### src/rtl/fx_convert_pipe.sv
// rtl/fx_convert_pipe.sv - signed fixed-point format converter with rounding, overflow handling and delay line
module fx_convert_pipe #(
  parameter int IN_W       = 13,
  parameter int IN_FRAC    = 8,
  parameter int OUT_W      = 8,
  parameter int OUT_FRAC   = 4,
  parameter int ROUND_MODE = 1,
  parameter int SAT_MODE   = 1,
  parameter int DELAY      = 2,
  parameter int CNT_W      = 16
) (
  input  logic             clk,
  input  logic             rst_n,
  input  logic             i_valid,
  input  logic [IN_W-1:0]  i_data,
  input  logic             cnt_clr,
  output logic             o_valid,
  output logic [OUT_W-1:0] o_data,
  output logic             o_ovf,
  output logic [CNT_W-1:0] ovf_cnt
);

  localparam int D  = IN_FRAC - OUT_FRAC;
  localparam int SH = (D > 0) ? D : 0;
  localparam int LS = (D < 0) ? -D : 0;
  // One spare MSB so the rounding increment can never carry into the sign.
  localparam int WW = IN_W + LS + 1;
  localparam int CW = ((WW > OUT_W) ? WW : OUT_W) + 1;

  logic signed [WW-1:0] ext;
  logic signed [WW-1:0] q;
  logic signed [CW-1:0] qc;
  logic [CW-OUT_W:0]    hi;
  logic                 ovf;
  logic [OUT_W-1:0]     sat_val;
  logic [OUT_W-1:0]     q_data;

  assign ext = {{(LS+1){i_data[IN_W-1]}}, i_data} << LS;

  if (SH > 0) begin : g_round
    localparam logic [WW-1:0] HALF = {{(WW-1){1'b0}}, 1'b1} << (SH - 1);
    logic                 tie;
    logic signed [WW-1:0] add;
    logic signed [WW-1:0] sum;

    always_comb begin
      tie = (ext[SH-1:0] == HALF[SH-1:0]);
      add = '0;
      // Convergent only drops the increment on a tie whose floor is already even.
      if (ROUND_MODE == 1 || (ROUND_MODE == 2 && !(tie && !ext[SH])))
        add = HALF;
      sum = ext + add;
      q   = sum >>> SH;
    end
  end else begin : g_exact
    assign q = ext;
  end

  assign qc      = {{(CW-WW){q[WW-1]}}, q};
  assign hi      = qc[CW-1:OUT_W-1];
  assign ovf     = !((&hi) || !(|hi));
  assign sat_val = qc[CW-1] ? {1'b1, {(OUT_W-1){1'b0}}} : {1'b0, {(OUT_W-1){1'b1}}};
  assign q_data  = (ovf && SAT_MODE == 1) ? sat_val : qc[OUT_W-1:0];

  logic [DELAY-1:0] v_pipe;
  logic [DELAY-1:0] ovf_pipe;
  logic [OUT_W-1:0] d_pipe [DELAY];

  always_ff @(posedge clk) begin
    if (!rst_n) begin
      v_pipe   <= '0;
      ovf_pipe <= '0;
      for (int i = 0; i < DELAY; i++) d_pipe[i] <= '0;
    end else begin
      // Zeroing idle slots here keeps o_data/o_ovf at 0 whenever o_valid is low.
      v_pipe[0]   <= i_valid;
      d_pipe[0]   <= i_valid ? q_data : '0;
      ovf_pipe[0] <= i_valid & ovf;
      for (int i = 1; i < DELAY; i++) begin
        v_pipe[i]   <= v_pipe[i-1];
        d_pipe[i]   <= d_pipe[i-1];
        ovf_pipe[i] <= ovf_pipe[i-1];
      end
    end
  end

  assign o_valid = v_pipe[DELAY-1];
  assign o_data  = d_pipe[DELAY-1];
  assign o_ovf   = ovf_pipe[DELAY-1];

  always_ff @(posedge clk) begin
    if (!rst_n || cnt_clr)
      ovf_cnt <= '0;
    else if (o_valid && o_ovf && ovf_cnt != '1)
      ovf_cnt <= ovf_cnt + CNT_W'(1);
  end

endmodule

### config.mk
export PLATFORM = sky130hd
export DESIGN_NAME = fx_convert_pipe
export DESIGN_NICKNAME = d
export VERILOG_FILES = /design/src/rtl/fx_convert_pipe.sv
export SDC_FILE = /design/constraint.sdc
export NUM_CORES = 1
export LEC_CHECK = 0
export CAP_MARGIN = 20
export CELL_PAD_IN_SITES_DETAIL_PLACEMENT = 1
export CELL_PAD_IN_SITES_GLOBAL_PLACEMENT = 2
export CORE_MARGIN = 1
export CORE_UTILIZATION = 25
export DETAILED_ROUTE_END_ITERATION = 6
export GPL_TIMING_DRIVEN = 0
export PLACE_DENSITY_LB_ADDON = 0.3
export SKIP_LAST_GASP = 1
export SLEW_MARGIN = 40
export SYNTH_ARGS = -nofsm -noshare
export SYNTH_HDL_FRONTEND = slang
export SYNTH_SLANG_ARGS = --single-unit
### constraint.sdc
create_clock -name clk -period 1.85 [get_ports clk]
set_input_delay 0.2775 -clock clk [delete_from_list [all_inputs] [get_ports clk]]
set_output_delay 0.2775 -clock clk [all_outputs]
set_load 0.01 [all_outputs]
==> results of run 1 <==
-- flip-flops by register name, indices dropped and copies added, names as in the netlist --
name and cells:
d_pipe 16, v_pipe 2, ovf_pipe 2, ovf_cnt 16
-- synthesized netlist by cell type, drive strengths merged (3+ instances only) --
cell,n
dfxtp,36
buf,11
nand2b,5
nor3,4
nand3,11
o22ai,3
o21ai,10
o21a,3
o31ai,5
mux2i,5
and2,10
a21oi,20
inv,4
or4,7
nand2,22
nand4,4
-- stage by stage --
stage | utilization (%) | worst slack (ps) | setup TNS [ps] | hold slack [ps]
2_1_floorplan | - | 23.5 | 0 | 364
3_3_place_gp | 33.6 | -688 | -6320 | 414
3_5_place_dp | 33.6 | -669 | -6560 | 420
4_1_cts | 35.5 | 22.9 | 0 | 439
5_1_grt | 36.4 | -63.1 | -74.5 | 446
6_report | 36.4 | 34.4 | 0 | 434
-- worst max-delay path, delay by kind of cell (launching register included) --
family / cells / cell delay [ps]
and+or+nand+nor: 3 / 1070
DFF: 1 / 390
buffers and inverters: 1 / 170
AOI/OAI and AO/OA: 1 / 140
-- metal layers --
layer | share of wire [%] | global-route usage [%]
met5 | 0 | 0
met4 | 1.8 | 6.74
met3 | 3.8 | 2.47
met2 | 48 | 22.4
met1 | 46 | 16.1
-- area by class of cell --
type | instances | area, µm²
fillers | 733 | 4090
multi-input cells | 138 | 903
flip-flops and latches | 36 | 737
repair buffers | 41 | 418
well taps | 77 | 96.3
plain buffers | 13 | 86.3
clock buffers | 5 | 68.8
inverters | 4 | 15.0
clock inverters | 2 | 12.5
-- final timing paths --
check                     startpoint                  endpoint  slack (ps)  cells past startpoint
min reg2reg  d_pipe[0][2]$_SDFF_PN0_  d_pipe[0][10]$_SDFF_PN0_         430                      1
min          d_pipe[0][2]$_SDFF_PN0_  d_pipe[0][10]$_SDFF_PN0_         430                      1
max reg2reg  ovf_cnt[2]$_SDFFE_PP0P_  ovf_cnt[13]$_SDFFE_PP0P_          30                      5
max          ovf_cnt[2]$_SDFFE_PP0P_  ovf_cnt[13]$_SDFFE_PP0P_          30                      5
-- kinds of logic after synthesis --
family                     count (synthesis)  share of synthesized area, %
AOI/OAI and AO/OA                         51                          19.0
and+or+nand+nor                           77                          25.9
xor gates and xnor gates                   3                          1.57
DFF                                       36                          43.1
adders and majority gates                  2                          1.50
muxes                                      5                          2.99
buffers and inverters                     17                          5.98
-- layout by cell type, fill, tap and decap left out, types with 4 or more instances in the layout --
master	Yosys	final
dfxtp_1	36	29
and2_1	10	10
o21ai_0	9	9
dfxtp_2	0	4
nand2b_1	5	5
buf_4	9	11
mux2i_1	5	5
clkbuf_8	0	5
or4_1	7	7
a21oi_1	20	19
clkdlybuf4s50_1	0	34
o31ai_1	5	5
dlymetal6s2s_1	0	5
inv_1	4	4
nand2_1	22	22
nand3_1	10	9
nand4_1	4	4
-- where the power goes --
group / internal [mW] / total [mW] / switching (mW)
combinational: 0.0730 / 0.143 / 0.0705
clock: 0.255 / 0.532 / 0.278
sequential: 0.788 / 0.794 / 0.00576
total: 1.12 / 1.47 / 0.354
-- timing repair --
action                                  in CTS  in global routing
resized for setup                            9                 16
pin swaps                                    2                  2
buffers inserted                             1                  1
hold buffers                                 0                  0
endpoints found under the setup margin      11                 14
hold endpoints to repair                     0                  0
gates cloned                                 0                  0
==> results.md, run 1 <==
* Worst min-delay path category: reg -> reg
* Avg Inst Size Synth at 8.76 µm²
* ANT cells at 0
* Sequential area share after synthesis at 43.1%
* Post-Syn Area at 1670 µm²
* RSZ-0062 raised after global routing: true
* Final period utilization at 98.1%
* Total iterations of the first detailed-routing run at 7
* Iter 0 DRT Violations at 45
* Layout Cells excl Fill at 316
* Critical-path top delay cell: or4_1
* First-pass GRT wire length at 7370 µm
* Overall Global Routing Usage at 13.3%
* Post-synth top area share at 43.1%
* Max stage delay on crit path at 490 ps
* Worst Tran Pin Value at 648 ps
* Residual DRC at 2
* Clock buffer depth at 2
* CTS Buf Count at 5
* Placed instance count at 307
* Synthesis-stage register bit count at 36
* CTS H-tree lvls at 2
* Share of layout cells above drive strength 1 at 16.3%
* Post-route cell area at 2340 µm²
* Data required, critical path at 2080 ps
* Worst Setup Path Type: reg -> reg
* Post-synthesis async set-or-reset flop share at 0%
* Crit-path max FO at 7
* Peak supply drop at 247 µV
* Cell taking the most area after synthesis: dfxtp_1
* Layout area overhead at 39.7%
* Final Hold Vio Count at 0
* Total gr overflow at 0
* Crit-path cells: nand3_2 -> or4_1 -> buf_2 -> or4_1 -> a21oi_2
* Setup crit start kind: flip-flop
* Slew Limit Fails at 0
* P_leak at 0.810 nW
* Area contributors post-synth: dfxtp_1, a21oi_1, nand2_1, buf_4, and2_1
* Minimum clock period at 1820 ps
* Row cnt at 29
* Critical path endpoint category: flip-flop
* Design Power at 1.47 mW
* Vias at 1555
* Total Wirelength at 4310 µm
* NumNets Final at 258
* CTS Sinks at 36
* CTS tree: done
* GP Congestion at 0.782
* Cells after Synth at 191
* Initial antenna violation count at 0
* Die width at 83.8 µm
* Syn nets at 210
* Largest net degree at the start of global routing at 12
* PortBufs at 39
* Max cap viols at 0
* Die H at 83.8 µm
* Clock Latency Late Sink at 290 ps
* Wire per inst at 13.7 µm
* Vias/cell at 4.92
* Clk slew on worst S/H paths at 70 ps
* Hpwl dp at 3170 µm
* Slew HR at 56.4%
* # IOs at 43
* Core area at 6420 µm²
* Area after DPL at 2160 µm²
* Max Clock Freq at 0.551 GHz
* Number of flops mapped to enable cells by yosys at 0
* Most common cell on crit path: or4_1
* Netlist cell types at 42
* Root buf cell: clkbuf_8
* Main synth FF type: dfxtp_1
* Number of global-route vias before repair at 1543
* Failing checks: design-rule violations
* Die area at 7020 µm²
* Status: complete, but fails checks
* Post-DRT Antenna Nets at 0
* PD cells at 629 nW/µm²
* Worst Path Arrival at 2050 ps
* Clock Skew at 8.90 ps
* Initial core utilization at 26.0%
* Setup violators final at 0
* YS warnings at 0
Note: power is estimated with default switching activity, not from simulation.
==> run 2, diff against run 1 <==
- PLACE_DENSITY: default -> 0.75
- PLACE_DENSITY_LB_ADDON: 0.3 -> default
==> results.md, run 2 (synthesized netlist as in run 1, its figures left out) <==
* Status: complete, but fails checks
* Failing checks: design-rule violations
* Hpwl dp at 3200 µm (+0.95%)
* Vias at 1603 (+3.1%)
* Final Hold Vio Count at 0 (unchanged)
* Largest net degree at the start of global routing at 13 (+1)
* Worst Tran Pin Value at 671 ps (+23.0 ps)
* Hold Path Sink: ovf_pipe[1]$_SDFF_PN0_
* Most frequent cells in the layout: clkdlybuf4s50_1, dfxtp_1, nand2_1
* Total gr overflow at 0 (unchanged)
* Clk slew on worst S/H paths at 80 ps (about the same)
* Post-DRT Antenna Nets at 0 (unchanged)
* GP Congestion at 0.851 (+8.9%)
* WHS Path Cells at 1 (unchanged)
* Layout area overhead at 42.7%
* Max stage delay on crit path at 480 ps (about the same)
* # IOs at 43 (unchanged)
* PortBufs at 39 (unchanged)
* Setup crit start kind: flip-flop
* Worst min-delay path category: reg -> reg
* Final period utilization at 96.4% (-1.8 points)
* Worst reg2reg endpoint: ovf_cnt[13]$_SDFFE_PP0P_
* Core area at 6420 µm² (unchanged)
* Origin of the critical flop-to-flop path: ovf_cnt[3]$_SDFFE_PP0P_
* Max cap viols at 0 (unchanged)
* Peak supply drop at 258 µV (+4.2%)
* Crit-path max FO at 7 (unchanged)
* Critical path endpoint category: flip-flop
* Wire per inst at 13.9 µm (+1.9%)
* CTS tree: done
* Crit-path cells: nand3_2 -> or4_1 -> buf_4 -> or4_4 -> a21oi_2
* Clock buffer depth at 2 (unchanged)
* Worst reg-to-reg path cell count at 5 (unchanged)
* Placed instance count at 307 (unchanged)
* Overall Global Routing Usage at 13.1% (-0.21 points)
* Regs by FF count: d_pipe: 16 flops, ovf_cnt: 16 flops
* Die H at 83.8 µm (unchanged)
* Vias/cell at 5.01 (+1.8%)
* First-pass GRT wire length at 7250 µm (-1.6%)
* Number of global-route vias before repair at 1549 (+0.39%)
* Area after DPL at 2160 µm² (unchanged)
* Post-layout util at 37.2% (+0.78 points)
* ANT cells at 0 (unchanged)
* Clock Latency Late Sink at 300 ps (about the same)
* Most common cell after layout, fill and taps aside: clkdlybuf4s50_1
* Die width at 83.8 µm (unchanged)
* Iter 0 DRT Violations at 32 (-29%)
* Max Clock Freq at 0.561 GHz (+1.8%)
* P_leak at 0.803 nW (-0.88%)
* PD cells at 687 nW/µm² (+9.3%)
* Worst Path Arrival at 2020 ps (-30 ps)
* Initial antenna violation count at 0 (unchanged)
* Minimum clock period at 1780 ps (-32.9 ps)
* Share of layout cells above drive strength 1 at 18.9% (+2.6 points)
* Root buf cell: clkbuf_8
* Hold WS at 432 ps (-1.60 ps)
* Layout Cells excl Fill at 320 (+1.3%)
* CTS H-tree lvls at 2 (unchanged)
* Post-route cell area at 2390 µm² (+2.1%)
* NumNets Final at 261 (+1.2%)
* Clock Skew at 4.99 ps (-3.91 ps)
* Data required, critical path at 2090 ps (about the same)
* Row cnt at 29 (unchanged)
* Setup violators final at 0 (unchanged)
* R2r setup slk at 70 ps (+30 ps)
* CTS Buf Count at 5 (unchanged)
* CTS Sinks at 36 (unchanged)
* Worst Setup Path Type: reg -> reg
* Total Wirelength at 4450 µm (+3.2%)
* Initial core utilization at 26.0% (unchanged)
* Slew HR at 55.0% (-1.4 points)
* Die area at 7020 µm² (unchanged)
* Residual DRC at 12 (+10)
* Critical-path top delay cell: or4_4
* Hold_sp: ovf_pipe[0]$_SDFF_PN0_
* Slew Limit Fails at 0 (unchanged)
* Total iterations of the first detailed-routing run at 7 (unchanged)
run 2: cell count changes in the layout (fill, tap and decap cells not counted), moves of 2 or more:
cell / before / now
dlymetal6s2s_1: 5 / 1
buf_4: 11 / 15
clkdlybuf4s50_1: 34 / 38
dfxtp_4: 3 / 5
dfxtp_1: 29 / 27
run 2: area by class of cell:
class | count | area [µm²]
plain buffers | 13 | 87.6
clock buffers | 5 | 68.8
clock inverters | 3 | 42.5
fillers | 740 | 4040
inverters | 4 | 15.0
multi-input cells | 138 | 902
flip-flops and latches | 36 | 744
well taps | 77 | 96.3
repair buffers | 44 | 430
run 2: per-stage QoR:
step | worst slack, ps | setup TNS, ps | power (mW)
6_report | 67.3 | 0 | 1.64
2_1_floorplan | 23.5 | 0 | 0.880
4_1_cts | 14.0 | 0 | 1.66
3_5_place_dp | -591 | -5890 | 0.951
5_1_grt | -7.29 | -7.29 | 1.72
3_3_place_gp | -643 | -5930 | 0.950
run 2: what timing repair did:
action                     in CTS  in global routing
setup endpoints to repair      11                 15
hold buffers                    0                  0
resized for setup              10                 15
pin swaps                       1                  3
setup buffers                   1                  4
run 2: how the worst max path moves through the flow:
| stage | from | to | slack, ps | cells past startpoint |
|---|---|---|---|---|
| global placement | i_data[3] | d_pipe[0][0]$_SDFF_PN0_ | -640 | 6 |
| detailed placement | i_data[4] | d_pipe[0][6]$_SDFF_PN0_ | -590 | 6 |
| finish | ovf_cnt[3]$_SDFFE_PP0P_ | ovf_cnt[13]$_SDFFE_PP0P_ | 70 | 5 |
| CTS | i_data[4] | d_pipe[0][6]$_SDFF_PN0_ | 10 | 6 |
| global route | rst_n | ovf_cnt[6]$_SDFFE_PP0P_ | -7 | 5 |
| floorplan | ovf_cnt[2]$_SDFFE_PP0P_ | ovf_cnt[13]$_SDFFE_PP0P_ | 20 | 5 |
run 2: metal layers:
layer / global-route usage, % / share of wire [%] / up-vias
li1: - / - / 798
met1: 15.8 / 45 / 760
met2: 21.9 / 49 / 38
met3: 3.66 / 4.3 / 7
met4: 5.02 / 1.4 / 0
met5: 0 / 0 / -
run 2: critical path: cells and delay by family, from the launching register on:
family          cells  cell delay (ps)
buf+inv             1              170
compound gates      1              120
simple gates        3             1060
flops               1              380
run 2: power by group:
group	switching [mW]	total (mW)	internal, mW	leakage (nW)
registers	0.00527	0.790	0.785	0.299
clock network	0.309	0.708	0.399	0.0541
logic	0.0691	0.142	0.0731	0.450
==> run 3, diff against run 2 <==
- CORE_ASPECT_RATIO: default -> 1.1
==> results.md, run 3 (synthesized netlist as in run 1, its figures left out) <==
* Status: finished, final reports clean
* Root buf cell: clkbuf_8
* Total Wirelength at 4300 µm (-3.5%)
* Worst min-delay path category: reg -> reg
* GP Congestion at 0.733 (-14%)
* Iter 0 DRT Violations at 45 (+41%)
* Total iterations of the first detailed-routing run at 4 (-3)
* Peak supply drop at 325 µV (+26%)
* Initial core utilization at 26.5% (+0.48 points)
* Post-route setup slack at 57.1 ps (-10.2 ps)
* CTS tree: done
* Worst Tran Pin Value at 598 ps (-73.4 ps)
* Clk slew on worst S/H paths at 80 ps (about the same)
* Overall Global Routing Usage at 12.3% (-0.71 points)
* Placed instance count at 310 (+0.98%)
* Minimum clock period at 1790 ps (+10.2 ps)
* Vias at 1591 (-0.75%)
* Slew Limit Fails at 0 (unchanged)
* Crit-path max FO at 7 (unchanged)
* Wire per inst at 13.4 µm (-3.8%)
* Die H at 87.8 µm (+4.8%)
* Post-DRT Antenna Nets at 0 (unchanged)
* Number of global-route vias before repair at 1499 (-3.2%)
* Vias/cell at 4.96 (-1.1%)
* Layout Cells excl Fill at 321 (+0.31%)
* Clock Skew at 6.06 ps (+1.08 ps)
* R2r setup slk at 60 ps (about the same)
* Regs by FF count: d_pipe: 16 flops, ovf_cnt: 16 flops
* Final period utilization at 96.9% (+0.55 points)
* Core area at 6310 µm² (-1.8%)
* # IOs at 43 (unchanged)
* RSZ-0062 raised after global routing: true
* Most frequent cells in the layout: clkdlybuf4s50_1, dfxtp_1, nand2_1
* Setup crit start kind: flip-flop
* Critical path endpoint category: flip-flop
* Largest net degree at the start of global routing at 13 (unchanged)
* Hpwl dp at 3170 µm (-0.84%)
* Die area at 7020 µm² (about the same)
* Initial antenna violation count at 0 (unchanged)
* Worst Setup Path Type: reg -> reg
* Residual DRC at 0 (-12)
* Max cap viols at 0 (unchanged)
* PortBufs at 39 (unchanged)
* Slew HR at 59.9% (+4.9 points)
* CTS Buf Count at 5 (unchanged)
* Setup violators final at 0 (unchanged)
* Layout area overhead at 42.5%
* PD cells at 683 nW/µm² (-0.60%)
* Post-route setup TNS at 0 ps (unchanged)
* Clock buffer depth at 2 (unchanged)
* Total gr overflow at 0 (unchanged)
* Worst Path Arrival at 2020 ps (about the same)
* P_leak at 0.819 nW (+2.0%)
* CTS H-tree lvls at 2 (unchanged)
* Dpl ws at -589 ps (+1.77 ps)
* First-pass GRT wire length at 6880 µm (-5.1%)
* ANT cells at 0 (unchanged)
* Design Power at 1.63 mW (-0.76%)
* Data required, critical path at 2070 ps (-20 ps)
* Share of layout cells above drive strength 1 at 17.8% (-1.1 points)
* NumNets Final at 259 (-0.77%)
* Row cnt at 30 (+3.4%)
* Max Clock Freq at 0.558 GHz (-0.57%)
* Post-layout util at 37.8% (+0.63 points)
* Clock Latency Late Sink at 290 ps (about the same)
* Hold bufs inserted after CTS at 0 (unchanged)
* CTS Sinks at 36 (unchanged)
* Die width at 80.0 µm (-4.5%)
* Final Hold Vio Count at 0 (unchanged)
* Most common cell after layout, fill and taps aside: clkdlybuf4s50_1
run 3: cell count changes in the layout (fill, tap and decap cells not counted), moves of 2 or more:
cell             change
buf_4                -3
clkdlybuf4s50_1      -3
dlymetal6s2s_1       +3
dfxtp_2              +2
run 3: worst paths after layout:
path / end / cells past startpoint / from
worst max register to register: ovf_cnt[13]$_SDFFE_PP0P_ / 5 / ovf_cnt[5]$_SDFFE_PP0P_
worst min-delay path: d_pipe[0][13]$_SDFF_PN0_ / 1 / d_pipe[0][5]$_SDFF_PN0_
worst max-delay path: ovf_cnt[13]$_SDFFE_PP0P_ / 5 / ovf_cnt[5]$_SDFFE_PP0P_
worst min register to register: d_pipe[0][13]$_SDFF_PN0_ / 1 / d_pipe[0][5]$_SDFF_PN0_
run 3: layout make-up:
type / count / area [µm²]
Buffer: 13 / 85.1
Clock buffer: 5 / 68.8
Clock inverter: 3 / 42.5
Fill cell: 740 / 3920
Inverter: 4 / 15.0
Multi-Input combinational cell: 138 / 906
Sequential cell: 36 / 743
Tap cell: 80 / 100
Timing Repair Buffer: 42 / 423
run 3: worst max-delay path, stage by stage (launching register included):
cell	delay, ps
dfxtp_2	370
nand2_1	100
or4_1	490
buf_2	170
or4_1	460
a21oi_1	140
run 3: routing by layer:
metal / vias up / global-route usage, % / wire (µm)
li1: 791 / - / -
met1: 768 / 13.9 / 1930
met2: 28 / 23.2 / 2190
met3: 4 / 2.40 / 132
met4: 0 / 3.73 / 38
met5: - / 0 / 0
run 3: through the flow:
| step | cell area [µm²] | hold WS (ps) |
|---|---|---|
| 2_1_floorplan | 1670 | 364 |
| 5_1_grt | 2380 | 446 |
| 3_3_place_gp | 2160 | 417 |
| 3_5_place_dp | 2160 | 421 |
| 4_1_cts | 2310 | 441 |
| 6_report | 2380 | 434 |
run 3: repair_timing:
| action | in CTS | in global routing |
|---|---|---|
| resized for setup | 9 | 17 |
| endpoints found under the setup margin | 11 | 19 |
| buffers inserted | 1 | 2 |
| pin swaps | 2 | 4 |
run 3: power breakdown:
part / internal [mW] / switching [mW] / total, mW
clock: 0.399 / 0.295 / 0.694
sequential: 0.786 / 0.00612 / 0.792
combinational: 0.0719 / 0.0695 / 0.141
total: 1.26 / 0.371 / 1.63
==> RTL edit: new RTL, settings of run 1 <==
The parameter `DELAY` goes from 2 to 1.
--- a/src/rtl/fx_convert_pipe.sv
+++ b/src/rtl/fx_convert_pipe.sv
@@ -7,5 +7,5 @@
   parameter int ROUND_MODE = 1,
   parameter int SAT_MODE   = 1,
-  parameter int DELAY      = 2,
+  parameter int DELAY      = 1,
   parameter int CNT_W      = 16
 ) (
Function: changed (a bounded check fails within 4 cycles, from zero or initial values and one cycle with rst_n low).
==> RTL edit against run 1 <==
Critical path depth up 2. Worst setup slack better by 0.087 ns. Highest routed layer unchanged. Design area down 19%. Final cell count down 17%. Routed wire length down 21%. Sequential cell count down 10. Synthesized area down 18%. Power down 30%.
==> RTL edit: results (changes against run 1) <==
The overall routing resource usage is 12.8% (-0.47 points). The non-clock buffer share of cell area is 21.0% (-0.52 points). The fraction of synthesized area in multiplexers came to 2.92% (-0.075 points). The count of TritonRoute iterations in the first routing pass came out at 4 (-3). The adder-cell share of the synthesized area came to 1.82% (+0.33 points). The xor/xnor share of the synthesized area is 12.1% (+11 points). The remaining max-slew budget at the tightest pin was 69.3% (+13 points).

The portion of the layout cell area used by clock cells is 2.19% (-1.3 points). In the post-synthesis netlist, the biggest area contributors are dfxtp_1 38%, xnor2_1 8.3%, nor2_1 4.9%. The final RePlAce weighted congestion came out at 0.821 (+5.0%). The run finished with clean final reports. The share of cell area taken by multi-input logic gates came to 43.7% (+5.0 points).

The total leakage power is 0.651 nW (-20%). The half-perimeter wire length of the detailed placement result is 2730 um (-14%). The multi-input combinational cell count was 117 (-15%). The compound-cell area share of the yosys netlist is 11.7% (-7.3 points).

The maximum level of the CTS H-tree is 1 (-1). On the critical path, the stage with the largest delay is an instance of clkdlybuf4s50_1. The number of port buffers came out at 36 (-7.7%). The net count of the mapped netlist came to 173 (-18%).

The non-clock buffer instance count of the final layout came out at 43 (-20%). The biggest cell delay along the critical path is 0.53 ns (+0.04 ns). The number of DRC markers in iteration 0 is 41 (-8.9%). The detailed-route wire length came to 3420 um (-21%). The largest net degree at the start of global routing is 14 (+2). The largest registers in the layout are ovf_cnt x16, d_pipe x8.
-- RTL edit: changes by cell type in the layout (fill, tap and decap cells not counted), moves of 5 or more --
cell,change
a21oi_1,-14
and2_1,-7
buf_4,-11
dlymetal6s2s_1,-5
nand2_1,-13
nor2_1,+16
o31ai_1,-5
or4_1,-7
xnor2_1,+11
xor2_1,+5
-- RTL edit: per-layer routing --
layer | GRT usage [%] | vias up | routed length [um]
met5 | 0 | - | 0
met4 | 6.92 | 0 | 75
met3 | 1.92 | 5 | 98
met2 | 24.1 | 27 | 1820
met1 | 13.6 | 581 | 1420
li1 | - | 618 | -
-- RTL edit: repair_timing --
action                     4_1_cts  5_1_grt
resized for setup                1        6
setup endpoints to repair        4       15
setup buffers                    0        0
pin swaps                        0        1
-- RTL edit: worst max path at each step --
stage / to / slack [ns] / start
floorplan: ovf_cnt[1]$_SDFFE_PP0P_ / 0.22 / ovf_cnt[0]$_SDFFE_PP0P_
global placement: d_pipe[0][4]$_SDFF_PN0_ / -0.19 / i_data[3]
detailed placement: d_pipe[0][3]$_SDFF_PN0_ / -0.28 / i_data[4]
CTS: ovf_cnt[14]$_SDFFE_PP0P_ / -0.005 / ovf_cnt[0]$_SDFFE_PP0P_
global route: ovf_cnt[14]$_SDFFE_PP0P_ / 0.01 / ovf_cnt[0]$_SDFFE_PP0P_
finish: d_pipe[0][4]$_SDFF_PN0_ / 0.12 / i_data[5]
-- RTL edit: through the flow --
step,std cells,power [mW],TNS (ns),utilization [%],hold WS [ns]
2_1_floorplan,154,0.648,0,-,0.451
3_3_place_gp,260,0.713,-1.40,35.0,0.524
3_5_place_dp,260,0.717,-2.07,35.0,0.548
4_1_cts,263,1.04,-0.00545,35.9,0.405
5_1_grt,263,1.07,0,36.2,0.431
6_report,263,1.02,0,36.2,0.403
